**config.mk**
```make
export PLATFORM = sky130hd
export DESIGN_NAME = zero_count_pattern_gen_flat
export DESIGN_NICKNAME = d
export VERILOG_FILES = /design/src/rtl/zero_count_pattern_gen_pkg.sv /design/src/rtl/zero_count_pattern_gen_if.sv /design/src/rtl/zero_count_pattern_gen_serializer.sv /design/src/rtl/zero_count_pattern_gen.sv /design/src/flat_wrapper.sv
export SDC_FILE = /design/constraint.sdc
export NUM_CORES = 1
export LEC_CHECK = 0
export CORE_MARGIN = 2
export CORE_UTILIZATION = 63
export CTS_BUF_LIST = sky130_fd_sc_hd__clkbuf_8
export CTS_CLUSTER_DIAMETER = 150
export DETAILED_ROUTE_END_ITERATION = 8
export DONT_BUFFER_PORTS = 1
export GPL_TIMING_DRIVEN = 0
export PLACE_DENSITY = 0.79
export SETUP_SLACK_MARGIN = 0.4
export SYNTH_ARGS = -nofsm -noshare
export SYNTH_HDL_FRONTEND = slang
export SYNTH_SLANG_ARGS = --single-unit
```
**constraint.sdc**
```tcl
create_clock -name clk -period 1.55 [get_ports clk]
set_input_delay 0.0775 -clock clk [delete_from_list [all_inputs] [get_ports clk]]
set_output_delay 0.0775 -clock clk [all_outputs]
set_load 0.01 [all_outputs]
```
**src/rtl/zero_count_pattern_gen_pkg.sv**
```systemverilog
// Shared definitions for the zero-count pattern generator: FSM encoding,
// count-width derivation and the zero-mask builder.
package zcpg_pkg;

    typedef enum logic {
        ST_IDLE  = 1'b0,
        ST_SHIFT = 1'b1
    } state_e;

    localparam int unsigned MAX_N = 64;

    function automatic int unsigned cw_of(input int unsigned n);
        return $clog2(n + 1);
    endfunction

    // Callers truncate the result to their own word width; k must already be <= n.
    function automatic logic [MAX_N-1:0] mask_of(input int unsigned n,
                                                 input int unsigned k,
                                                 input logic        zero_low);
        logic [MAX_N-1:0] m;
        m = '0;
        for (int unsigned i = 0; i < MAX_N; i++) begin
            if (i < n) begin
                if (zero_low) m[i] = (i >= k);
                else          m[i] = (i < (n - k));
            end
        end
        return m;
    endfunction

endpackage

```
**src/rtl/zero_count_pattern_gen_if.sv**
```systemverilog
// Request, parallel-word and serial-stream bundle of the zero-count pattern generator.
// Handshakes: a beat transfers on a rising clk edge where valid && ready; valid
// never waits on ready, and the sender holds its payload stable until transfer.
interface zcpg_if #(
    parameter int unsigned N  = 8,
    parameter int unsigned CW = zcpg_pkg::cw_of(N)
);
    logic             req_valid;
    logic             req_ready;
    logic [CW-1:0]    req_count;
    logic [N-1:0]     word_out;
    logic             word_valid;
    logic             ser_valid;
    logic             ser_ready;
    logic             ser_data;
    logic             ser_last;
    logic             chk_err;
    zcpg_pkg::state_e dbg_state;

    modport master (
        output req_valid, req_count, ser_ready,
        input  req_ready, word_out, word_valid, ser_valid, ser_data, ser_last,
               chk_err, dbg_state
    );

    modport slave (
        input  req_valid, req_count, ser_ready,
        output req_ready, word_out, word_valid, ser_valid, ser_data, ser_last,
               chk_err, dbg_state
    );
endinterface

```
**src/rtl/zero_count_pattern_gen_serializer.sv**
```systemverilog
// LSB-first shift register with beat index; loaded by the top FSM and
// advanced on every accepted serial beat.
module zcpg_serializer #(
    parameter int unsigned N = 8
) (
    input  logic         clk,
    input  logic         rst,
    input  logic         load_i,
    input  logic [N-1:0] load_data_i,
    input  logic         active_i,
    input  logic         ser_ready_i,
    output logic         ser_data_o,
    output logic         ser_last_o,
    output logic         beat_o
);
    localparam int unsigned IW = $clog2(N);

    logic [N-1:0]  shreg_q, shreg_d;
    logic [IW-1:0] idx_q, idx_d;
    logic          at_last;

    assign beat_o     = active_i && ser_ready_i;
    assign at_last    = (idx_q == IW'(N - 1));
    assign ser_data_o = active_i && shreg_q[0];
    assign ser_last_o = active_i && at_last;

    always_comb begin
        shreg_d = shreg_q;
        idx_d   = idx_q;
        if (load_i) begin
            shreg_d = load_data_i;
            idx_d   = '0;
        end else if (beat_o) begin
            shreg_d = shreg_q >> 1;
            idx_d   = at_last ? '0 : idx_q + 1'b1;
        end
    end

    always_ff @(posedge clk or posedge rst) begin
        if (rst) begin
            shreg_q <= '0;
            idx_q   <= '0;
        end else begin
            shreg_q <= shreg_d;
            idx_q   <= idx_d;
        end
    end
endmodule

```
**src/rtl/zero_count_pattern_gen.sv**
```systemverilog
// Builds an N-bit word holding exactly k zeros and streams it LSB first.
// Define ZCPG_CHECK_EN to add the sticky zero-count self-check behind chk_err.
module zero_count_pattern_gen
    import zcpg_pkg::*;
#(
    parameter int unsigned N        = 8,
    parameter int unsigned ZERO_LOW = 1,
    parameter int unsigned CW       = cw_of(N)
) (
    input  logic clk,
    input  logic rst,
    zcpg_if.slave bus
);
    state_e        state_q, state_d;
    logic          init_q;
    logic          req_ready_c, ser_active;
    logic          accept, beat, last_beat;
    logic          ser_data, ser_last;
    logic [CW-1:0] k_sat;
    logic [N-1:0]  mask;
    logic [N-1:0]  word_q, word_d;
    logic          word_valid_q;

    assign accept    = bus.req_valid && req_ready_c;
    assign last_beat = beat && ser_last;
    assign k_sat     = (bus.req_count > CW'(N)) ? CW'(N) : bus.req_count;
    assign mask      = N'(mask_of(N, 32'(k_sat), ZERO_LOW != 0));
    assign word_d    = accept ? mask : word_q;

    always_ff @(posedge clk or posedge rst) begin
        if (rst) begin
            state_q      <= ST_IDLE;
            init_q       <= 1'b0;
            word_q       <= '0;
            word_valid_q <= 1'b0;
        end else begin
            state_q      <= state_d;
            init_q       <= 1'b1;
            word_q       <= word_d;
            word_valid_q <= accept;
        end
    end

    always_comb begin
        state_d = state_q;
        case (state_q)
            ST_IDLE:  if (accept)    state_d = ST_SHIFT;
            ST_SHIFT: if (last_beat) state_d = ST_IDLE;
            default:                 state_d = ST_IDLE;
        endcase
    end

    // init_q keeps req_ready low until the first edge after reset release.
    always_comb begin
        req_ready_c    = init_q && (state_q == ST_IDLE);
        ser_active     = (state_q == ST_SHIFT);
        bus.req_ready  = req_ready_c;
        bus.ser_valid  = ser_active;
        bus.ser_data   = ser_data;
        bus.ser_last   = ser_last;
        bus.word_out   = word_q;
        bus.word_valid = word_valid_q;
        bus.dbg_state  = state_q;
    end

    zcpg_serializer #(.N(N)) u_ser (
        .clk         (clk),
        .rst         (rst),
        .load_i      (accept),
        .load_data_i (mask),
        .active_i    (ser_active),
        .ser_ready_i (bus.ser_ready),
        .ser_data_o  (ser_data),
        .ser_last_o  (ser_last),
        .beat_o      (beat)
    );

`ifdef ZCPG_CHECK_EN
    logic [CW-1:0] zcnt_q, zcnt_d, kq_q, kq_d, zinc;
    logic          err_q, err_d;

    assign zinc = zcnt_q + CW'(!ser_data);

    always_comb begin
        zcnt_d = zcnt_q;
        kq_d   = kq_q;
        err_d  = err_q;
        if (accept) begin
            zcnt_d = '0;
            kq_d   = k_sat;
        end else if (beat) begin
            zcnt_d = zinc;
            if (ser_last && (zinc != kq_q)) err_d = 1'b1;
        end
    end

    always_ff @(posedge clk or posedge rst) begin
        if (rst) begin
            zcnt_q <= '0;
            kq_q   <= '0;
            err_q  <= 1'b0;
        end else begin
            zcnt_q <= zcnt_d;
            kq_q   <= kq_d;
            err_q  <= err_d;
        end
    end

    assign bus.chk_err = err_q;
`else
    assign bus.chk_err = 1'b0;
`endif
endmodule
```
**src/flat_wrapper.sv**
```systemverilog
// flat-port wrapper written by rule: the top's interface ports become plain ports
module zero_count_pattern_gen_flat import zcpg_pkg::*;
#(
    parameter int unsigned N        = 8,
    parameter int unsigned ZERO_LOW = 1,
    parameter int unsigned CW       = cw_of(N)
)
  (clk, rst, bus_req_valid, bus_req_count, bus_ser_ready, bus_req_ready, bus_word_out, bus_word_valid, bus_ser_valid, bus_ser_data, bus_ser_last, bus_chk_err, bus_dbg_state);
  zcpg_if #(.N(N), .CW(CW)) bus_i ();
  input  logic clk;
  input  logic rst;
  input wire logic [$bits(bus_i.req_valid)-1:0] bus_req_valid;
  input wire logic [$bits(bus_i.req_count)-1:0] bus_req_count;
  input wire logic [$bits(bus_i.ser_ready)-1:0] bus_ser_ready;
  output wire logic [$bits(bus_i.req_ready)-1:0] bus_req_ready;
  output wire logic [$bits(bus_i.word_out)-1:0] bus_word_out;
  output wire logic [$bits(bus_i.word_valid)-1:0] bus_word_valid;
  output wire logic [$bits(bus_i.ser_valid)-1:0] bus_ser_valid;
  output wire logic [$bits(bus_i.ser_data)-1:0] bus_ser_data;
  output wire logic [$bits(bus_i.ser_last)-1:0] bus_ser_last;
  output wire logic [$bits(bus_i.chk_err)-1:0] bus_chk_err;
  output wire logic [$bits(bus_i.dbg_state)-1:0] bus_dbg_state;
  assign bus_i.req_valid = bus_req_valid;
  assign bus_i.req_count = bus_req_count;
  assign bus_i.ser_ready = bus_ser_ready;
  assign bus_req_ready = bus_i.req_ready;
  assign bus_word_out = bus_i.word_out;
  assign bus_word_valid = bus_i.word_valid;
  assign bus_ser_valid = bus_i.ser_valid;
  assign bus_ser_data = bus_i.ser_data;
  assign bus_ser_last = bus_i.ser_last;
  assign bus_chk_err = bus_i.chk_err;
  assign bus_dbg_state = bus_i.dbg_state;
  zero_count_pattern_gen #(.N(N), .ZERO_LOW(ZERO_LOW), .CW(CW)) u_core (.clk(clk), .rst(rst), .bus(bus_i));
endmodule
```
## Word-level counts from Yosys, hierarchy flattened

Index checks and enable logic that the tools add are counted.

- $add $sub $neg: 1
- Multipliers: 0
- Div/mod/pow operators: 0
- $lt $le $gt $ge: 9
- Eq/ne operators: 1
- Shifts and indexed selects: 0
- Multiplexer cells: 9
- Bitwise operators: 1
- Reduce and logical (&&, ||, !) cells: 7

Operators by type and width:

| operator | count |
|---|---|
| $ge A3 B4 Y1 const A | 4 |
| $mux W8 | 2 |
| $mux W3 | 3 |
| $ge A1 B4 Y1 const A | 2 |
| $ge A2 B4 Y1 const A | 2 |
| $logic_and A1 B1 Y1 | 6 |
| $gt A4 B4 Y1 const B | 1 |
| $mux W4 | 1 |
| $add A3 B1 Y3 const B | 1 |
| $eq A3 B3 Y1 const B | 1 |
| $mux W1 | 2 |
| $pmux W1 S2 | 1 |
| $reduce_bool A2 Y1 | 1 |
| $not A1 Y1 | 1 |

- Register bits after elaboration: 22
- Bits in latches: 0
- RAM bits: 0
- Memory bits (read-only): 0
- Output and inout bits: 15
- Word-level logic and storage cells: 34
- Memories: 0

## Depth between registers and ports, before layout

- Depth after elaboration: 5
- Mapped depth: 5
- Depth with buffers taken out: 5

## By module

Synthesis repeated with hierarchy kept, for this count alone.

- Cell total of the unflattened synthesis: 104
- Area total of the unflattened synthesis: 1188.6 sq um

By module, submodules not included:

| module | times used | cells each | area each (sq um) |
|---|---|---|---|
| zcpg_serializer | 1 | 62 | 650.6 |
| zero_count_pattern_gen | 1 | 42 | 538.0 |

## Worst setup path after synthesis

OpenSTA, ideal clock, no wires.

- Path type: register to register
- From: register u_core.state_q, in the netlist u_core.bus.dbg_state
- To: register u_core.u_ser.shreg_q[0]
- Arrival: 1.231 ns
- Data required time: 1.468 ns
- Path slack: 0.237 ns
- Stages on the path, launching flop included: 4
- Period minus slack after synthesis: 1.313 ns
- Path through: dfrtp_1 -> nand3b_4 -> or4_4 -> o22ai_1

- Word-level cells in the longest chain between the ends: 4

Ends and longest elaborated chain:

| what | RTL line | source |
|---|---|---|
| from (decl) | zero_count_pattern_gen.sv:14 | `state_e state_q, state_d;` |
| from (signal assigned) | zero_count_pattern_gen.sv:37 | `state_q <= state_d;` |
| $not A1 Y1 | zero_count_pattern_gen.sv:55 | `req_ready_c = init_q && (state_q == ST_IDLE);` |
| $logic_and A1 B1 Y1 | zero_count_pattern_gen.sv:55 |  |
| $logic_and A1 B1 Y1 | zero_count_pattern_gen.sv:24 | `assign accept = bus.req_valid && req_ready_c;` |
| $mux W8 or $reduce_bool A2 Y1 (tied branches) | n/a |  |
| to (signal assigned) | zero_count_pattern_gen_serializer.sv:44 | `shreg_q <= shreg_d;` |
| to (decl) | zero_count_pattern_gen_serializer.sv:18 | `logic [N-1:0] shreg_q, shreg_d;` |

Several ways; a longest one is shown, not always the timed one.
A chain may end at the register's enable or synchronous reset.

## Final worst setup path

Ends and elaborated chain as after synthesis.

==> metrics.txt <==
Lkg Pwr=0.614 nW; Avg Vias per Cell=5.88; clock tree sinks=22; H-tree Lvls=1; Initial Util=0.651; Antenna Violating Nets Remaining=0; max_cap viols=0; status=finished, final reports clean; final hold violations=0; Pins Over Slew Limit=0; clock tree buffer depth=2; via count=729; sum of negative setup slack=0 ps; Hold Slack=5.19 ps; library cells used by synthesis=24; floorplan row count=14; xor/xnor cell area share of the yosys netlist=0; Final GP Congestion=0.756; Final HPWL DP=1.16 mm; flops & latches, synth=22; Post-Route WL=2.03 mm; Syn Nets=101; Pwr Total=1.90 mW; nets@finish=119; Max Clock Skew=6.51 ps; clock-pin slew on the worst setup and hold paths=80 ps; adder-cell share of the synthesized area=0.0261; io pins=23; largest family of logic cells by synthesized area=simple AND/OR/NAND/NOR gates; GR Util All Layers=0.213; # port buffers=0; total grt overflow=0; Synth Area in Compound Gates=0.0967; EDFF count, synth=0; Fmax=734 MHz; Detailed Route Iter0 Violations=7; WP data arrival=1550 ps; most common cell after layout, fill and taps aside=dfrtp_1; critical path launch point type=flip-flop; Syn Area/Cell=10.5 sq um; drt drc=0; Final setup viols=0; VDD IR max=1110 uV; CTS Buf Count=3; First-pass DRT Iterations=4; Cell Area, Synth=957 sq um; CP required=1730 ps; slowest stage cell on the critical path=dfrtp_2; Gate Count Post-Synth=91; fin crit period=1360 ps; simple-gate share of the synthesized area=0.173; die area=1850 sq um; Die Y=43.0 um; CTS tree=yes; largest net degree at the start of global routing=23; number of global-route vias before repair=686; crit path max fanout=7; area delta synth->final=24.1%; Synth Flop Type=dfrtp_1; RSZ-0062 raised after global routing=true; share of post-route cells with drive strength above 1=0.213; period utilization=0.879; wire length per cell=16.4 um; hold crit path type=input pin to flip-flop; most frequent cells in the layout=21 x dfrtp_1, 19 x nand2_1, 8 x mux2i_1; worst skew pair latency=260 ps; n_diodes=0; sequential fraction of the synthesis area=0.575; CP Capture Type=flip-flop; synth warn=0; worst-path cell chain=nand3b_4, or4_4, o22ai_1; Root Buffer=clkbuf_8; first-pass GRT wire length=2.85 mm; Core Region=1470 sq um; CP Class=flip-flop to flip-flop; Die X=43.0 um; multiplexer share of the synthesized area=0.0837; delay of the slowest critical-path stage=470 ps; total power divided by cell area=1600 nW/um^2; Post-synth ARST share=1.00; initial antenna violation count=0
-- state kept, by name, indices dropped and copies added (netlist names) --
signal and cells:
u_core.bus.word_out 8, u_core.u_ser.shreg_q 8, u_core.u_ser.idx_q 3, u_core.bus.dbg_state 1, u_core.bus.word_valid 1, u_core.init_q 1
-- synth_stat cells, types with 2 or more instances --
| cell type | count | share of area |
|---|---|---|
| nor2_1 | 2 | 0.0078 |
| mux2i_1 | 8 | 0.084 |
| inv_1 | 2 | 0.0078 |
| buf_2 | 2 | 0.010 |
| nand3_1 | 3 | 0.016 |
| a21oi_1 | 3 | 0.016 |
| conb_1 | 2 | 0.0078 |
| buf_4 | 2 | 0.016 |
| o21ai_0 | 9 | 0.047 |
| and2_1 | 2 | 0.013 |
| nand2_1 | 21 | 0.082 |
| dfrtp_1 | 22 | 0.58 |
| ha_1 | 2 | 0.026 |
-- per-layer routing --
layer / vias up / wire length [um] / track usage
li1: 337 / - / -
met1: 353 / 843 / 0.251
met2: 36 / 1030 / 0.373
met3: 3 / 132 / 0.0468
met4: 0 / 24 / 0.0909
met5: - / 0 / 0
-- per-stage QoR --
step	std cells	util	cell area, sq um	worst slack (ps)
after floorplan	91	-	963	268
final	124	0.807	1190	187
after CTS	121	0.776	1140	193
after detailed placement	107	0.668	983	170
after global routing	124	0.807	1190	148
after global placement	107	0.668	983	187
-- final cells by class --
class                   count  area, sq um
plain buffers               5         51.3
clock buffers               3         41.3
clock inverters             1         3.75
fillers                    96          284
inverters                   2         18.8
multi-input cells          62          379
flip-flops and latches     22          552
well taps                  16         20.0
repair buffers             13          121
-- what timing repair did --
action                                 CTS  global route
endpoints found under the hold margin   29             1
hold buffers                             4             2
setup endpoints to repair               21            24
pin swaps                                1             0
gates cloned                             2             0
gates resized for setup                 13             8
setup buffers                            4             1
-- where the power goes --
part	leakage (nW)	internal (mW)	switching (mW)
sequential	0.284	0.785	0.194
clock	0.0269	0.176	0.170
combinational	0.303	0.291	0.288
-- critical path: cells and delay by family, from the launching register on --
kind	cells	cell delay [ps]
AO/OA/AOI/OAI	1	170
AND/OR/NAND/NOR	2	650
flip-flops	1	470
-- final timing paths --
path                                         start                       to  slack [ps]  cells after the start
hold / removal                    bus_req_count[3]   u_core.bus.word_out[6]           5                      3
max in group asynchronous                      rst     u_core.bus.dbg_state         930                      2
setup reg to reg              u_core.bus.dbg_state  u_core.u_ser.shreg_q[0]         190                      3
setup / recovery              u_core.bus.dbg_state  u_core.u_ser.shreg_q[0]         190                      3
hold reg to reg            u_core.u_ser.shreg_q[7]  u_core.u_ser.shreg_q[7]         540                      2
min in group asynchronous                      rst  u_core.u_ser.shreg_q[7]         310                      2
-- kinds of logic (layout without fill, tap and decap cells) --
group	count (synthesis)	count (layout)
compound gates	17	17
other cells	2	2
mux	8	8
buf+inv	7	24
simple gates	33	33
flops	22	22
fa+ha+maj	2	2
Note: power is estimated with default switching activity, not from simulation.
